File: config.mk
export PLATFORM = sky130hd
export DESIGN_NAME = uart_fifo_bridge
export DESIGN_NICKNAME = d
export VERILOG_FILES = /design/src/rtl/uart_fifo_bridge.sv
export SDC_FILE = /design/constraint.sdc
export NUM_CORES = 1
export LEC_CHECK = 0
export BUFFER_PORTS_ARGS = -buffer_cell sky130_fd_sc_hd__buf_2
export CAP_MARGIN = 20
export CORE_MARGIN = 5
export CORE_UTILIZATION = 46
export DETAILED_ROUTE_END_ITERATION = 8
export PLACE_DENSITY = 0.75
export SYNTH_ARGS = -nofsm -noshare
export SYNTH_HDL_FRONTEND = slang
export SYNTH_HIERARCHICAL = 1
export SYNTH_SLANG_ARGS = --single-unit
File: constraint.sdc
create_clock -name CLK -period 2.3 [get_ports CLK]
set_clock_uncertainty 0.15 [all_clocks]
set_input_delay 0.23 -clock CLK [delete_from_list [all_inputs] [get_ports CLK]]
set_output_delay 0.23 -clock CLK [all_outputs]
set_load 0.01 [all_outputs]
File: src/rtl/uart_fifo_bridge.sv
// Buffered MMIO bridge: CPU byte stream <-> TX/RX FIFOs <-> UART serial core.
// Optional internal TX->RX loopback path when UART_LOOPBACK_EN is defined.

module uart_fifo_bridge_fifo #(
    parameter int DEPTH_LOG2 = 3,
    parameter int WIDTH      = 8
) (
    input  logic             CLK,
    input  logic             reset_n,
    input  logic             i_push,
    input  logic [WIDTH-1:0] i_data,
    input  logic             i_pop,
    output logic [WIDTH-1:0] o_head,
    output logic             o_full,
    output logic             o_empty
);
    localparam int DEPTH = 1 << DEPTH_LOG2;

    logic [WIDTH-1:0]      r_mem [DEPTH];
    logic [DEPTH_LOG2-1:0] r_wr_ptr;
    logic [DEPTH_LOG2-1:0] r_rd_ptr;
    logic [DEPTH_LOG2:0]   r_count;
    logic                  w_push;
    logic                  w_pop;

    // Full/empty come only from the registered count, so a push is never
    // accepted on a full FIFO and a pop never fires on an empty one.
    assign o_full  = (r_count == (DEPTH_LOG2 + 1)'(DEPTH));
    assign o_empty = (r_count == '0);
    assign w_push  = i_push & ~o_full;
    assign w_pop   = i_pop & ~o_empty;
    assign o_head  = o_empty ? '0 : r_mem[r_rd_ptr];

    always_ff @(posedge CLK or negedge reset_n) begin
        if (!reset_n) begin
            r_wr_ptr <= '0;
            r_rd_ptr <= '0;
            r_count  <= '0;
        end else begin
            if (w_push)
                r_wr_ptr <= r_wr_ptr + DEPTH_LOG2'(1);
            if (w_pop)
                r_rd_ptr <= r_rd_ptr + DEPTH_LOG2'(1);
            case ({w_push, w_pop})
                2'b10:   r_count <= r_count + (DEPTH_LOG2 + 1)'(1);
                2'b01:   r_count <= r_count - (DEPTH_LOG2 + 1)'(1);
                default: r_count <= r_count;
            endcase
        end
    end

    // Storage needs no reset: the head is masked to zero while empty.
    always_ff @(posedge CLK) begin
        if (w_push)
            r_mem[r_wr_ptr] <= i_data;
    end
endmodule

module uart_fifo_bridge #(
    parameter int DEPTH_LOG2 = 3,
    parameter int WIDTH      = 8
) (
    input  logic             CLK,
    input  logic             reset_n,
`ifdef UART_LOOPBACK_EN
    input  logic             loopback,
`endif
    input  logic [WIDTH-1:0] DataIn,
    input  logic             DataInValid,
    output logic             DataInReady,
    output logic [WIDTH-1:0] DataOut,
    output logic             DataOutValid,
    input  logic             DataOutReady,
    output logic [WIDTH-1:0] uart_tx_data,
    output logic             uart_tx_valid,
    input  logic             uart_tx_ready,
    input  logic [WIDTH-1:0] uart_rx_data,
    input  logic             uart_rx_valid,
    output logic             uart_rx_ready,
    output logic             tx_drop,
    input  logic             clear_flags
);
    logic             w_loopback;
    logic [WIDTH-1:0] w_tx_head;
    logic [WIDTH-1:0] w_rx_head;
    logic             w_tx_full;
    logic             w_tx_empty;
    logic             w_rx_full;
    logic             w_rx_empty;
    logic             w_lb_move;
    logic             w_tx_pop;
    logic             w_rx_push;
    logic [WIDTH-1:0] w_rx_push_data;
    logic             r_tx_drop;

`ifdef UART_LOOPBACK_EN
    assign w_loopback = loopback;
`else
    assign w_loopback = 1'b0;
`endif

    // In loopback the TX head is moved straight into RX, one byte per cycle,
    // and the UART handshakes are held off.
    assign w_lb_move      = w_loopback & ~w_tx_empty & ~w_rx_full;
    assign w_tx_pop       = w_loopback ? w_lb_move : uart_tx_ready;
    assign w_rx_push      = w_loopback ? w_lb_move : uart_rx_valid;
    assign w_rx_push_data = w_loopback ? w_tx_head : uart_rx_data;

    uart_fifo_bridge_fifo #(
        .DEPTH_LOG2 (DEPTH_LOG2),
        .WIDTH      (WIDTH)
    ) u_tx_fifo (
        .CLK     (CLK),
        .reset_n (reset_n),
        .i_push  (DataInValid),
        .i_data  (DataIn),
        .i_pop   (w_tx_pop),
        .o_head  (w_tx_head),
        .o_full  (w_tx_full),
        .o_empty (w_tx_empty)
    );

    uart_fifo_bridge_fifo #(
        .DEPTH_LOG2 (DEPTH_LOG2),
        .WIDTH      (WIDTH)
    ) u_rx_fifo (
        .CLK     (CLK),
        .reset_n (reset_n),
        .i_push  (w_rx_push),
        .i_data  (w_rx_push_data),
        .i_pop   (DataOutReady),
        .o_head  (w_rx_head),
        .o_full  (w_rx_full),
        .o_empty (w_rx_empty)
    );

    // A dropped write in the same cycle as clear_flags keeps the flag set.
    always_ff @(posedge CLK or negedge reset_n) begin
        if (!reset_n)
            r_tx_drop <= 1'b0;
        else if (DataInValid && w_tx_full)
            r_tx_drop <= 1'b1;
        else if (clear_flags)
            r_tx_drop <= 1'b0;
    end

    assign DataInReady   = ~w_tx_full;
    assign DataOut       = w_rx_head;
    assign DataOutValid  = ~w_rx_empty;
    assign uart_tx_data  = w_tx_head;
    assign uart_tx_valid = ~w_tx_empty & ~w_loopback;
    assign uart_rx_ready = ~w_rx_full & ~w_loopback;
    assign tx_drop       = r_tx_drop;
endmodule

==> flow_summary.toml, run 1 <==
[critical_path]
critical_path_class = "register to output port"
crit_fanout = 8
start_kind = "register"
reg2reg_depth = 9
reg2reg_from = "u_rx_fifo/r_count[0]"
crit_arrival_ns = 1.92
r2r-end = "u_rx_fifo/r_count[2]"
regToRegSetupSlack_ns = 0.09
cp-end-kind = "output port"
cp_data_required_time_ns = 1.92

[placement]
place_hpwl_mm = 7.09
placed_cells = 568
pre_cts_slack_ns = -0.00791
portBuffers = 43
gp_congestion = 0.764

[logic_synthesis]
yosys.area_share.simple = 0.0625
synthMuxAreaShare = 0.152
synth_area_sq_mm = 0.00615
yosysWarnings = 6
synth-main-ff-cell = "edfxtp_1"
postSynth.asyncResetShare = 0.141
synth_cells = 334
synth-edff-count = 128
syn_area_per_cell_sq_um = 18.4
synth_top_cell_by_area = "edfxtp_1"
synth_top_family_by_area = "multiplexers"
synthAdderAreaFrac = 0.0204
synthDominantCellAreaShare = 0.625
ys_seq_area_frac = 0.711
ys_ff_latch = 149
synth.top_cells.by_count = "edfxtp_1 (128), mux4_2 (32), nor2_1 (32)"
synth.most_common_cell = "edfxtp_1"
synth_cell_types = 29
yosys-top-cells-area = "edfxtp_1 (63%), mux4_2 (12%), dfrtp_1 (8.5%), mux2i_1 (2.6%), ha_1 (2.0%)"
synth_compound_area_frac = 0.0132
yosys.area_share.xor_xnor = 0.0228
synth_nets = 367

[floorplanning]
die_x_um = 126
die_h_um = 126
start_util = 0.466
pin_count = 44
core_sq_mm = 0.0132
rows = 42
die-area_sq_mm = 0.0158

[clocking]
clock-root-buffer = "clkbuf_16"
numCtsBuffers = 17
clk_path_buf_depth = 2
clock_sinks = 149
insertion_delay_ns = 0.42
ctsHtreeMaxLevel = 4
cts_tree = "done"
clk_transition_reported_paths_ns = 0.06

[pwr]
peakVddDrop_mv = 1.02
power_leakage_nw = 2.82
p_per_area_mw_per_mm2 = 1320

[timing]
rsz0062_at_grt = "true"
min_period_ns = 2.30
fmax_mhz = 436
hold_viol_final = 0
finalCritPeriodShare = 0.998
worst_slew_pin_slew_ns = 0.582
max_slew_margin = 0.612
finalSetupViolCount = 0
whs_ns = 0.0775
slew_viol_final = 0
tns_ns = 0
worst_slack_ns = 0.00387

[cells_and_area]
finalNetCount = 469
stdcell_count = 625
n_antenna_cell = 0
area_growth_pct = 26.1
post-route-util = 0.588
drive_gt1_frac = 0.390
fill_cells = 946

[global_route]
gr-total-overflow = 0
first_global_vias = 3446
grtUsageTotal = 0.159
grt_first_pass_wirelength_mm = 18.8
grt_max_degree = 22
antenna_found_initial = 0

[routing]
firstDrtPassIters = 4
wl_per_cell_um = 19.1
routed_via_density = 5.26
drtIter0Drc = 287
route.detailed.drc = 0
vias = 3287
ant_nets = 0
wirelength_mm = 11.9

[flow_run]
cap_viol_max_count = 0

[min_path]
hp-start = "DataOutReady"
hold_path_end = "u_rx_fifo/r_rd_ptr[0]"
whs_path_depth = 3
hold_class = "primary input to register"

[status]
run_status = "complete, no violations"
==> flip-flops by register name (all words and copies together), names as in the netlist <==
signal,count
tx_drop,1
u_rx_fifo/r_count,4
u_rx_fifo/r_mem,64
u_rx_fifo/r_rd_ptr,3
u_rx_fifo/r_wr_ptr,3
u_tx_fifo/r_count,4
u_tx_fifo/r_mem,64
u_tx_fifo/r_rd_ptr,3
u_tx_fifo/r_wr_ptr,3
==> stage by stage <==
| stage | total power, W | cell area (sq um) |
|---|---|---|
| 2_1_floorplan | 0.00605 | 6200 |
| 3_3_place_gp | 0.00695 | 6790 |
| 3_5_place_dp | 0.00707 | 6790 |
| 4_1_cts | 0.0102 | 7650 |
| 5_1_grt | 0.0108 | 7750 |
| 6_report | 0.0102 | 7750 |
==> final cells by class <==
type,count,area [sq um],share of cell area
inverters,7,26.3,0.00339
clock inverters,15,228,0.0294
multi-input cells,164,1730,0.224
flip-flops and latches,149,4380,0.565
well taps,176,220,0.0284
clock buffers,17,425,0.0549
repair buffers,97,741,0.0955
==> timing repair <==
action	CTS	global route
endpoints found under the hold margin	150	0
gates cloned	0	2
resized for setup	3	13
setup buffers	1	3
hold buffers	19	0
pin swaps	0	5
endpoints found under the setup margin	11	21
==> kinds of logic after synthesis <==
logic type      count (synthesis)
compound gates                 11
fa+ha+maj                      10
buf+inv                        21
mux                            52
simple gates                   75
flops                         149
xor+xnor                       16
==> routing by layer <==
metal  GRT usage  vias up  share of wire
met3      0.0490       13          0.062
met5           0        -              0
met2       0.269       99           0.54
met1       0.197     1680           0.39
met4      0.0517        0          0.012
li1            -     1495              -
==> where the power goes <==
group	switching [W]	internal, W
clock	0.00107	0.00193
combinational	0.00151	0.00173
sequential	0.000513	0.00349
==> worst max path at each step <==
stage	startpoint	endpoint	slack (ns)	depth (start not counted)
after floorplan	u_tx_fifo/r_count[1]	u_tx_fifo/r_count[3]	-0.01	8
after detailed placement	u_tx_fifo/r_count[2]	u_tx_fifo/r_count[2]	-0.008	10
after global routing	u_tx_fifo/r_rd_ptr[0]	uart_tx_data[4]	-0.1	5
final	u_tx_fifo/r_rd_ptr[0]	uart_tx_data[4]	0.004	5
after CTS	u_rx_fifo/r_rd_ptr[0]	DataOut[1]	-0.02	5
after global placement	u_rx_fifo/r_count[1]	u_rx_fifo/r_count[2]	0.16	9
==> worst max-delay path, cell delays in order (launching register included) <==
cell,delay (ns)
dfrtp_2,0.44
buf_12,0.16
mux4_2,0.51
mux2i_1,0.17
nor2_1,0.08
buf_2,0.14
==> cell usage in the layout (no fill, tap or decap), types with 3 or more instances in the layout <==
master	n
buf_12	3
buf_2	43
buf_4	30
bufinv_16	5
clkbuf_16	19
clkinvlp_4	4
dfrtp_1	13
dfrtp_2	8
dlygate4sd3_1	19
edfxtp_1	128
ha_1	4
ha_2	4
inv_1	5
inv_6	3
mux2i_1	16
mux4_2	32
nand2_1	19
nand2b_1	8
nor2_1	32
nor3_1	4
xnor2_1	6
xor2_1	9
Note: power is estimated with default switching activity, not from simulation.
==> run 2, diff against run 1 <==
- BUFFER_PORTS_ARGS: -buffer_cell sky130_fd_sc_hd__buf_2 -> -buffer_cell sky130_fd_sc_hd__buf_4
- CTS_CLUSTER_DIAMETER: default -> 200
==> run 2 against run 1 <==
Effect of this change:
- the flow now finishes with violations (setup timing)
- total power up 2.6%
- core utilization grew 0.87 points
- register-to-register slack improved by 0.02 ns
- clock-buffer cell count rose by 1
- critical path type unchanged
- final cell count is 0.16% lower
- clock power increased by 1%
- sequential cell count unchanged
==> flow_summary.toml, run 2 (synthesis gave the netlist of run 1 again) <==
[flow_run]
cap_viol_max_count = 0

[clocking]
clock-root-buffer = "clkbuf_16"
insertion_delay_ns = 0.42
clk_path_buf_depth = 2
clk_transition_reported_paths_ns = 0.06
cts_tree = "done"
clock_sinks = 149
numCtsBuffers = 17
ctsHtreeMaxLevel = 4

[timing]
worst_slew_pin_slew_ns = 0.596
hold_viol_final = 0
max_slew_margin = 0.602
finalCritPeriodShare = 1.02
fmax_mhz = 428
finalSetupViolCount = 6
tns_ns = -0.111
rsz0062_at_grt = "true"
worst_slack_ns = -0.0367
slew_viol_final = 0
min_period_ns = 2.34

[min_path]
hold_class = "primary input to asynchronous set/reset pin"

[status]
violations = "setup timing"
run_status = "finished with violations"

[critical_path]
reg2reg_from = "u_rx_fifo/r_count[2]"
start_kind = "register"
crit_start = "u_rx_fifo/r_rd_ptr[0]"
r2r-end = "u_rx_fifo/r_count[2]"
reg2reg_depth = 10
crit_fanout = 5
cp-endpoint = "DataOut[1]"
crit_arrival_ns = 1.96
critical_path_class = "register to output port"
cp-end-kind = "output port"
regToRegSetupSlack_ns = 0.11
cp_data_required_time_ns = 1.92

[routing]
firstDrtPassIters = 4
routed_via_density = 5.13
vias = 3202
route.detailed.drc = 0
drtIter0Drc = 200
wl_per_cell_um = 18.6
ant_nets = 0
wirelength_mm = 11.6

[floorplanning]
core_sq_mm = 0.0132
die-area_sq_mm = 0.0158
rows = 42
pin_count = 44
start_util = 0.466
die_x_um = 126
die_h_um = 126

[global_route]
gr-total-overflow = 0
first_global_vias = 3441
grt_first_pass_wirelength_mm = 18.4
antenna_found_initial = 0
grt_max_degree = 22
grtUsageTotal = 0.157

[cells_and_area]
n_antenna_cell = 0
finalNetCount = 468
layout_common_cells = "edfxtp_1 (128), buf_4 (71), mux4_2 (32), nor2_1 (32), clkbuf_16 (20)"
area_growth_pct = 28.0
final_common_cell = "edfxtp_1"
biggestRegsByFlops = "u_rx_fifo/r_mem: 64 flops, u_tx_fifo/r_mem: 64 flops"
fill_cells = 949
drive_gt1_frac = 0.382

[placement]
pre_cts_slack_ns = 0.0512
portBuffers = 43
place_hpwl_mm = 6.91
gp_congestion = 0.725

[pwr]
peakVddDrop_mv = 1.17
p_per_area_mw_per_mm2 = 1340
power_leakage_nw = 2.87
run 2: per-layer routing:
layer	part of all wire	wire length (um)	global-route usage
met1	0.40	4600	0.183
met3	0.043	502	0.0490
met2	0.55	6390	0.272
met5	0	0	0
met4	0.0093	108	0.0568
run 2: worst min path at each step:
stage / end / slack (ns) / cells past startpoint
6_report: u_rx_fifo/r_count[3] / 0.09 / 2
5_1_grt: u_tx_fifo/r_rd_ptr[0] / 0.08 / 3
4_1_cts: u_rx_fifo/r_count[3] / 0.08 / 2
3_5_place_dp: u_rx_fifo/r_count[3] / -0.02 / 1
3_3_place_gp: u_rx_fifo/r_count[3] / -0.02 / 1
2_1_floorplan: tx_drop / -0.22 / 0
run 2: area by class of cell:
type	count	area, sq um	share of cell area
sequential	149	4380	0.556
clock inverter	14	231	0.0294
multi-input combinational	164	1720	0.219
tap	176	220	0.0280
clock buffer	18	429	0.0545
inverter	7	26.3	0.00334
timing repair buffer	96	858	0.109
run 2: critical path, cell delays in order, from the launching register on:
cell     delay, ns
dfrtp_2       0.45
buf_12        0.15
mux4_2        0.51
mux2i_2       0.20
nor2_1        0.08
buf_4         0.15
run 2: where the power goes:
group	switching, W	internal (W)
logic	0.00153	0.00194
registers	0.000505	0.00349
clock network	0.00103	0.00203
run 2: stage by stage:
step                      total power, W  hold slack [ns]   util  instance area, sq um  cells
after global routing              0.0111           0.0760  0.596                  7870    624
after global placement           0.00712          -0.0177  0.522                  6880    566
after floorplan                  0.00605           -0.216      -                  6200    334
final                             0.0105           0.0852  0.596                  7870    624
after detailed placement         0.00724          -0.0156  0.522                  6880    566
after CTS                         0.0105           0.0751  0.589                  7770    619
run 2: repair_timing:
action	CTS	global route
setup endpoints to repair	11	22
cloned	1	2
buffers inserted	1	3
endpoints found under the hold margin	150	0
resized for setup	3	13
pin swaps	0	2
hold buffers	19	0
